### src/rtl/acc_compute_sequencer.sv
// Compute-pass sequencer between the command controller's toggle strobes and the MAC array / output buffer.
// Optional busy-cycle performance counter is enabled by defining ACC_SEQ_PERF_CNT_EN.
module acc_compute_sequencer #(
    parameter int M        = 16,
    parameter int PIPE_LAT = 4,
    parameter int ADDR_W   = $clog2(M)
) (
    input  logic              clock,
    input  logic              reset,
    input  logic              isNewDin,
    input  logic              isNewWtin,
    output logic              wt_load,
    output logic              in_valid,
    output logic              out_we,
    output logic [ADDR_W-1:0] out_addr,
    output logic              busy,
    output logic [ADDR_W:0]   row_count,
    output logic              err_no_wt,
    output logic              err_overrun,
    output logic [15:0]       perf_busy_cycles
);

    typedef enum logic [2:0] {IDLE, LOAD_WT, ISSUE, WAIT, WRITE} state_e;

    localparam logic [ADDR_W-1:0] LAST_ADDR = ADDR_W'(M - 1);
    localparam logic [ADDR_W:0]   ROW_MAX   = (ADDR_W + 1)'(M);
    localparam logic [7:0]        LAT       = 8'(PIPE_LAT);

    state_e              state_q, state_d;
    logic                din_hist_q, din_hist_d;
    logic                wt_hist_q, wt_hist_d;
    logic                pend_in_q, pend_in_d;
    logic                pend_wt_q, pend_wt_d;
    logic                wt_valid_q, wt_valid_d;
    logic                err_no_wt_q, err_no_wt_d;
    logic                err_overrun_q, err_overrun_d;
    logic [7:0]          cnt_q, cnt_d;
    logic [ADDR_W-1:0]   out_addr_q, out_addr_d;
    logic [ADDR_W:0]     row_count_q, row_count_d;
    logic                in_tgl, wt_tgl;
    logic                pend_in_now, pend_wt_now;

    // State register
    always_ff @(posedge clock) begin
        // NOTE: sequential state uses non-blocking assignments so every flop samples pre-edge values.
        if (reset) state_q <= IDLE;
        else       state_q <= state_d;
    end

    assign in_tgl      = isNewDin ^ din_hist_q;
    assign wt_tgl      = isNewWtin ^ wt_hist_q;
    assign pend_in_now = pend_in_q | in_tgl;
    assign pend_wt_now = pend_wt_q | wt_tgl;

    // Next-state and datapath next values
    always_comb begin
        // NOTE: every variable gets a default first so no path through the case infers a latch.
        state_d       = state_q;
        din_hist_d    = isNewDin;
        wt_hist_d     = isNewWtin;
        pend_in_d     = pend_in_now;
        pend_wt_d     = pend_wt_now;
        wt_valid_d    = wt_valid_q;
        err_no_wt_d   = err_no_wt_q;
        err_overrun_d = err_overrun_q;
        cnt_d         = cnt_q;
        out_addr_d    = out_addr_q;
        row_count_d   = row_count_q;

        // A pending input being consumed in ISSUE makes room for a new toggle.
        if (in_tgl && pend_in_q && (state_q != ISSUE)) err_overrun_d = 1'b1;

        case (state_q)
            IDLE: begin
                if (pend_wt_now) begin
                    state_d = LOAD_WT;
                end else if (pend_in_now && wt_valid_q) begin
                    state_d = ISSUE;
                end else if (pend_in_now) begin
                    pend_in_d   = 1'b0;
                    err_no_wt_d = 1'b1;
                end
            end
            LOAD_WT: begin
                pend_wt_d  = wt_tgl;
                wt_valid_d = 1'b1;
                state_d    = IDLE;
            end
            ISSUE: begin
                pend_in_d = in_tgl;
                cnt_d     = LAT;
                state_d   = WAIT;
            end
            WAIT: begin
                cnt_d = cnt_q - 8'd1;
                if (cnt_q <= 8'd1) state_d = WRITE;
            end
            WRITE: begin
                out_addr_d = (out_addr_q == LAST_ADDR) ? '0 : out_addr_q + 1'b1;
                if (row_count_q != ROW_MAX) row_count_d = row_count_q + 1'b1;
                state_d = IDLE;
            end
            default: state_d = IDLE;
        endcase
    end

    // Datapath registers; reset returns toggle history to the controller's reset value.
    always_ff @(posedge clock) begin
        if (reset) begin
            din_hist_q    <= 1'b0;
            wt_hist_q     <= 1'b0;
            pend_in_q     <= 1'b0;
            pend_wt_q     <= 1'b0;
            wt_valid_q    <= 1'b0;
            err_no_wt_q   <= 1'b0;
            err_overrun_q <= 1'b0;
            cnt_q         <= '0;
            out_addr_q    <= '0;
            row_count_q   <= '0;
        end else begin
            din_hist_q    <= din_hist_d;
            wt_hist_q     <= wt_hist_d;
            pend_in_q     <= pend_in_d;
            pend_wt_q     <= pend_wt_d;
            wt_valid_q    <= wt_valid_d;
            err_no_wt_q   <= err_no_wt_d;
            err_overrun_q <= err_overrun_d;
            cnt_q         <= cnt_d;
            out_addr_q    <= out_addr_d;
            row_count_q   <= row_count_d;
        end
    end

    // Outputs decoded from state
    always_comb begin
        busy     = (state_q != IDLE);
        wt_load  = (state_q == LOAD_WT);
        in_valid = (state_q == ISSUE);
        out_we   = (state_q == WRITE);
    end

    assign out_addr    = out_addr_q;
    assign row_count   = row_count_q;
    assign err_no_wt   = err_no_wt_q;
    assign err_overrun = err_overrun_q;

`ifdef ACC_SEQ_PERF_CNT_EN
    logic [15:0] perf_q, perf_d;

    always_comb begin
        perf_d = perf_q;
        if (busy && (perf_q != 16'hFFFF)) perf_d = perf_q + 16'd1;
    end

    always_ff @(posedge clock) begin
        if (reset) perf_q <= '0;
        else       perf_q <= perf_d;
    end

    assign perf_busy_cycles = perf_q;
`else
    assign perf_busy_cycles = 16'h0000;
`endif

endmodule

### config.mk
export PLATFORM = sky130hd
export DESIGN_NAME = acc_compute_sequencer
export DESIGN_NICKNAME = d
export VERILOG_FILES = /design/src/rtl/acc_compute_sequencer.sv
export SDC_FILE = /design/constraint.sdc
export NUM_CORES = 1
export LEC_CHECK = 0
export CORE_UTILIZATION = 46
export DETAILED_ROUTE_END_ITERATION = 10
export PLACE_DENSITY = 0.82
export SKIP_CTS_REPAIR_TIMING = 1
export SLEW_MARGIN = 20
export SYNTH_ARGS = -nofsm -noshare
export SYNTH_HDL_FRONTEND = slang
export SYNTH_SLANG_ARGS = --single-unit
### constraint.sdc
create_clock -name clock -period 1.73 [get_ports clock]
set_input_delay 0.519 -clock clock [delete_from_list [all_inputs] [get_ports clock]]
set_output_delay 0.519 -clock clock [all_outputs]
set_load 0.005 [all_outputs]
==> insert_results.sql <==
INSERT INTO impl_metrics (metric_group, metric, value, unit) VALUES
('critical_path', 'worstSetupStartpointType', 'flip-flop', ''),
('synth', 'yosysWarnings', '0', ''),
('placement', 'place_area', '0.001608', 'mm^2'),
('power_and_ir_drop', 'vdd_ir_drop_max', '0.0006461', 'V'),
('critical_path', 'cp.arrival', '1340', 'ps'),
('sta', 'layout_min_cycle_time', '1857', 'ps'),
('layout', 'antenna_cells', '0', ''),
('synth', 'synth_sequential_area_ratio', '39.52', '%'),
('critical_path', 'setup.worst_path.class', 'reg2out', ''),
('global_routing', 'grt_pass1_wl', '4105', 'um'),
('cts', 'numClockSinks', '27', ''),
('detailed_routing', 'final_antenna_net_count', '0', ''),
('global_routing', 'grt_pass1_vias', '1025', ''),
('sta', 'setup_slack', '-126.6', 'ps'),
('min_path', 'hold_end', 'err_overrun', ''),
('critical_path', 'timing.reg2reg.worst_path_depth', '6', ''),
('status', 'status', 'finished with violations', ''),
('placement', 'detailed_place_hpwl', '1927', 'um'),
('global_routing', 'grt.overflow.total', '0', ''),
('cts', 'htree_levels', '1', ''),
('detailed_routing', 'wire_per_inst', '12.17', 'um'),
('synth', 'synth_area', '0.001368', 'mm^2'),
('layout', 'fill_cells', '230', ''),
('critical_path', 'crit_path_end_kind', 'output port', ''),
('synth', 'yosys_register_bits', '27', ''),
('die', 'total_die_area', '0.003195', 'mm^2'),
('critical_path', 'worst_path_max_delay_cell', 'or3_4', ''),
('layout', 'layout-drive-gt1-share', '30.69', '%'),
('cts', 'clk-insertion-delay-late', '340', 'ps'),
('critical_path', 'rrSetupSlack', '110', 'ps'),
('cts', 'max-clock-path-buffers', '2', ''),
('synth', 'syn_avg_cell_area', '8.655', 'um^2'),
('power_and_ir_drop', 'power_density', '742.9', 'mW/mm^2'),
('critical_path', 'worstPathMaxFanout', '4', ''),
('min_path', 'hp-start', 'err_overrun', ''),
('power_and_ir_drop', 'static-leakage-power', '0.9471', 'nW'),
('sta', 'finalSetupViolations', '3', ''),
('global_routing', 'antenna_found_initial', '0', ''),
('layout', 'synthToLayoutAreaGrowth', '34.58', '%'),
('detailed_routing', 'drt-pass1-iter-count', '4', ''),
('placement', 'pre_cts_slack', '-151.9', 'ps'),
('status', 'violated_checks', 'setup timing', ''),
('die', 'placeableCoreArea', '0.002781', 'mm^2'),
('die', 'io-pin-count', '35', ''),
('sta', 'max_slew_violation_total_from_the_final_report', '0', ''),
('cts', 'inserted_clock_buffers', '3', ''),
('synth', 'post_synth_edffs', '0', ''),
('critical_path', 'slowest_delay', '380', 'ps'),
('cts', 'cts.clk_slew.worst_paths', '150', 'ps'),
('sta', 'grt_setup_unrepaired', 'yes', ''),
('cts', 'clock_tree_from_tritoncts', 'done', ''),
('synth', 'post_synth_num_cell_types', '41', ''),
('sta', 'final.period_utilization', '107.3', '%'),
('min_path', 'min_path_cells', '2', ''),
('synth', 'synth_flop_cell', 'dfxtp_1', ''),
('critical_path', 'critical_path.reg2reg.startpoint', 'state_q[0]', ''),
('die', 'effective_utilization_at_floorplan', '49.17', '%'),
('global_routing', 'global_route.usage.total', '15.87', '%'),
('critical_path', 'critPathRequiredTime', '1210', 'ps'),
('sta', 'hold_viol_final', '0', ''),
('global_routing', 'grt_start_max_net_pins', '17', ''),
('detailed_routing', 'drcViolationCount', '0', ''),
('synth', 'netlist_top_cells_area', 'dfxtp_1 40%, buf_4 8.8%, nor2_1 6.3%', ''),
('critical_path', 'worstReg2RegEnd', 'state_q[1]', ''),
('layout', 'postLayoutCellArea', '0.001841', 'mm^2'),
('die', 'floorplan.die.width', '56.53', 'um'),
('placement', 'gp_routability_congestion', '0.7635', ''),
('cts', 'cts.root.buffer_cell', 'clkbuf_4', ''),
('detailed_routing', 'drt_first_iter_violations', '16', ''),
('job', 'drv.max_cap_violation_count', '0', ''),
('synth', 'synth_top_area_cell', 'dfxtp_1', '');
## where the power goes
part / switching [mW] / internal, mW / leakage, nW
clock network: 0.200 / 0.0890 / 0.0139
registers: 0.0448 / 0.664 / 0.228
logic: 0.167 / 0.203 / 0.705
total: 0.412 / 0.956 / 0.947
## stage by stage
step,instances,utilization (%)
after floorplan,173,-
after global placement,216,57.80
after detailed placement,216,57.80
after CTS,220,58.88
after global routing,233,66.17
final,233,66.17
## state kept, by name, summed over array words and instances, names as in the netlist
name / cells
cnt_q: 8
din_hist_q: 1
err_no_wt: 1
err_overrun: 1
out_addr: 4
pend_in_q: 1
pend_wt_q: 1
row_count: 5
state_q: 3
wt_hist_q: 1
wt_valid_q: 1
## critical path: cells and delay by family (launching register included)
family        cells  cell delay, ps
flops             1             370
buf+inv           2             240
simple gates      1             380
## cell usage after synthesis, types with 2 or more instances
cell,n
nand4_1,2
o31ai_1,5
xnor2_1,2
buf_4,16
clkbuf_1,3
xor2_1,5
inv_1,8
nor2_1,23
dfxtp_1,27
nand3b_1,2
o21ai_0,3
nor3_1,2
a31o_2,2
a311oi_1,3
nand2_1,6
nor2b_1,2
nand4b_1,5
a31oi_1,2
ha_1,5
nand3_1,2
nor4_1,2
a21oi_1,11
or3_1,2
## routing by layer
| layer | GRT usage, % | up-vias | routed length (um) |
|---|---|---|---|
| met2 | 28.40 | 40 | 1429 |
| met5 | 0 | - | 0 |
| met3 | 4.378 | 5 | 149 |
| li1 | - | 601 | - |
| met1 | 19.01 | 585 | 1213 |
| met4 | 2.787 | 0 | 42 |
## cell families after synthesis
logic type               Yosys count  synth area share, %
multiplexers                       2                1.555
XOR/XNOR                           7                4.483
AND/OR/NAND/NOR                   57                22.60
adder cells (fa/ha/maj)            5                4.575
other                              1               0.2742
buffers and inverters             31                13.91
AO/OA/AOI/OAI                     28                13.08
flip-flops                        27                39.52
## placed cells by master, fill, tap and decap left out, types with 2 or more instances in the layout
cell and instances:
o31ai_1 5, nand3_1 2, xor2_1 5, clkbuf_4 3, dfxtp_4 6, dlymetal6s2s_1 11, inv_1 8, nor2b_1 2
conb_1 16, or3b_4 2, a31o_2 2, buf_6 4, nand4b_1 5, a21oi_1 11, nand4_1 2, xnor2_1 2
nand3b_1 2, dfxtp_1 13, buf_4 26, nand2_1 6, o21ai_0 3, dfxtp_2 8, nor2_1 23, a311oi_1 3
ha_1 5, a31oi_1 2, clkdlybuf4s50_1 5
## final cells by class
cell class	instances	area [um^2]	area share [%]
Inverter	10	42.54	2.311
Clock inverter	1	7.507	0.4079
Timing Repair Buffer	46	427.9	23.25
Clock buffer	3	22.52	1.224
Sequential cell	27	573.1	31.14
Multi-Input combinational cell	115	728.2	39.56
Tap cell	31	38.79	2.107
## worst max-delay path by stage
stage	start	end	slack, ps	cells past startpoint
after floorplan	state_q[1]	in_valid	150	3
after global placement	state_q[1]	in_valid	-130	3
after detailed placement	state_q[1]	in_valid	-150	3
after CTS	state_q[1]	in_valid	-550	3
after global routing	state_q[0]	busy	-180	3
final	state_q[0]	busy	-130	3
(Power assumes the default switching activity.)
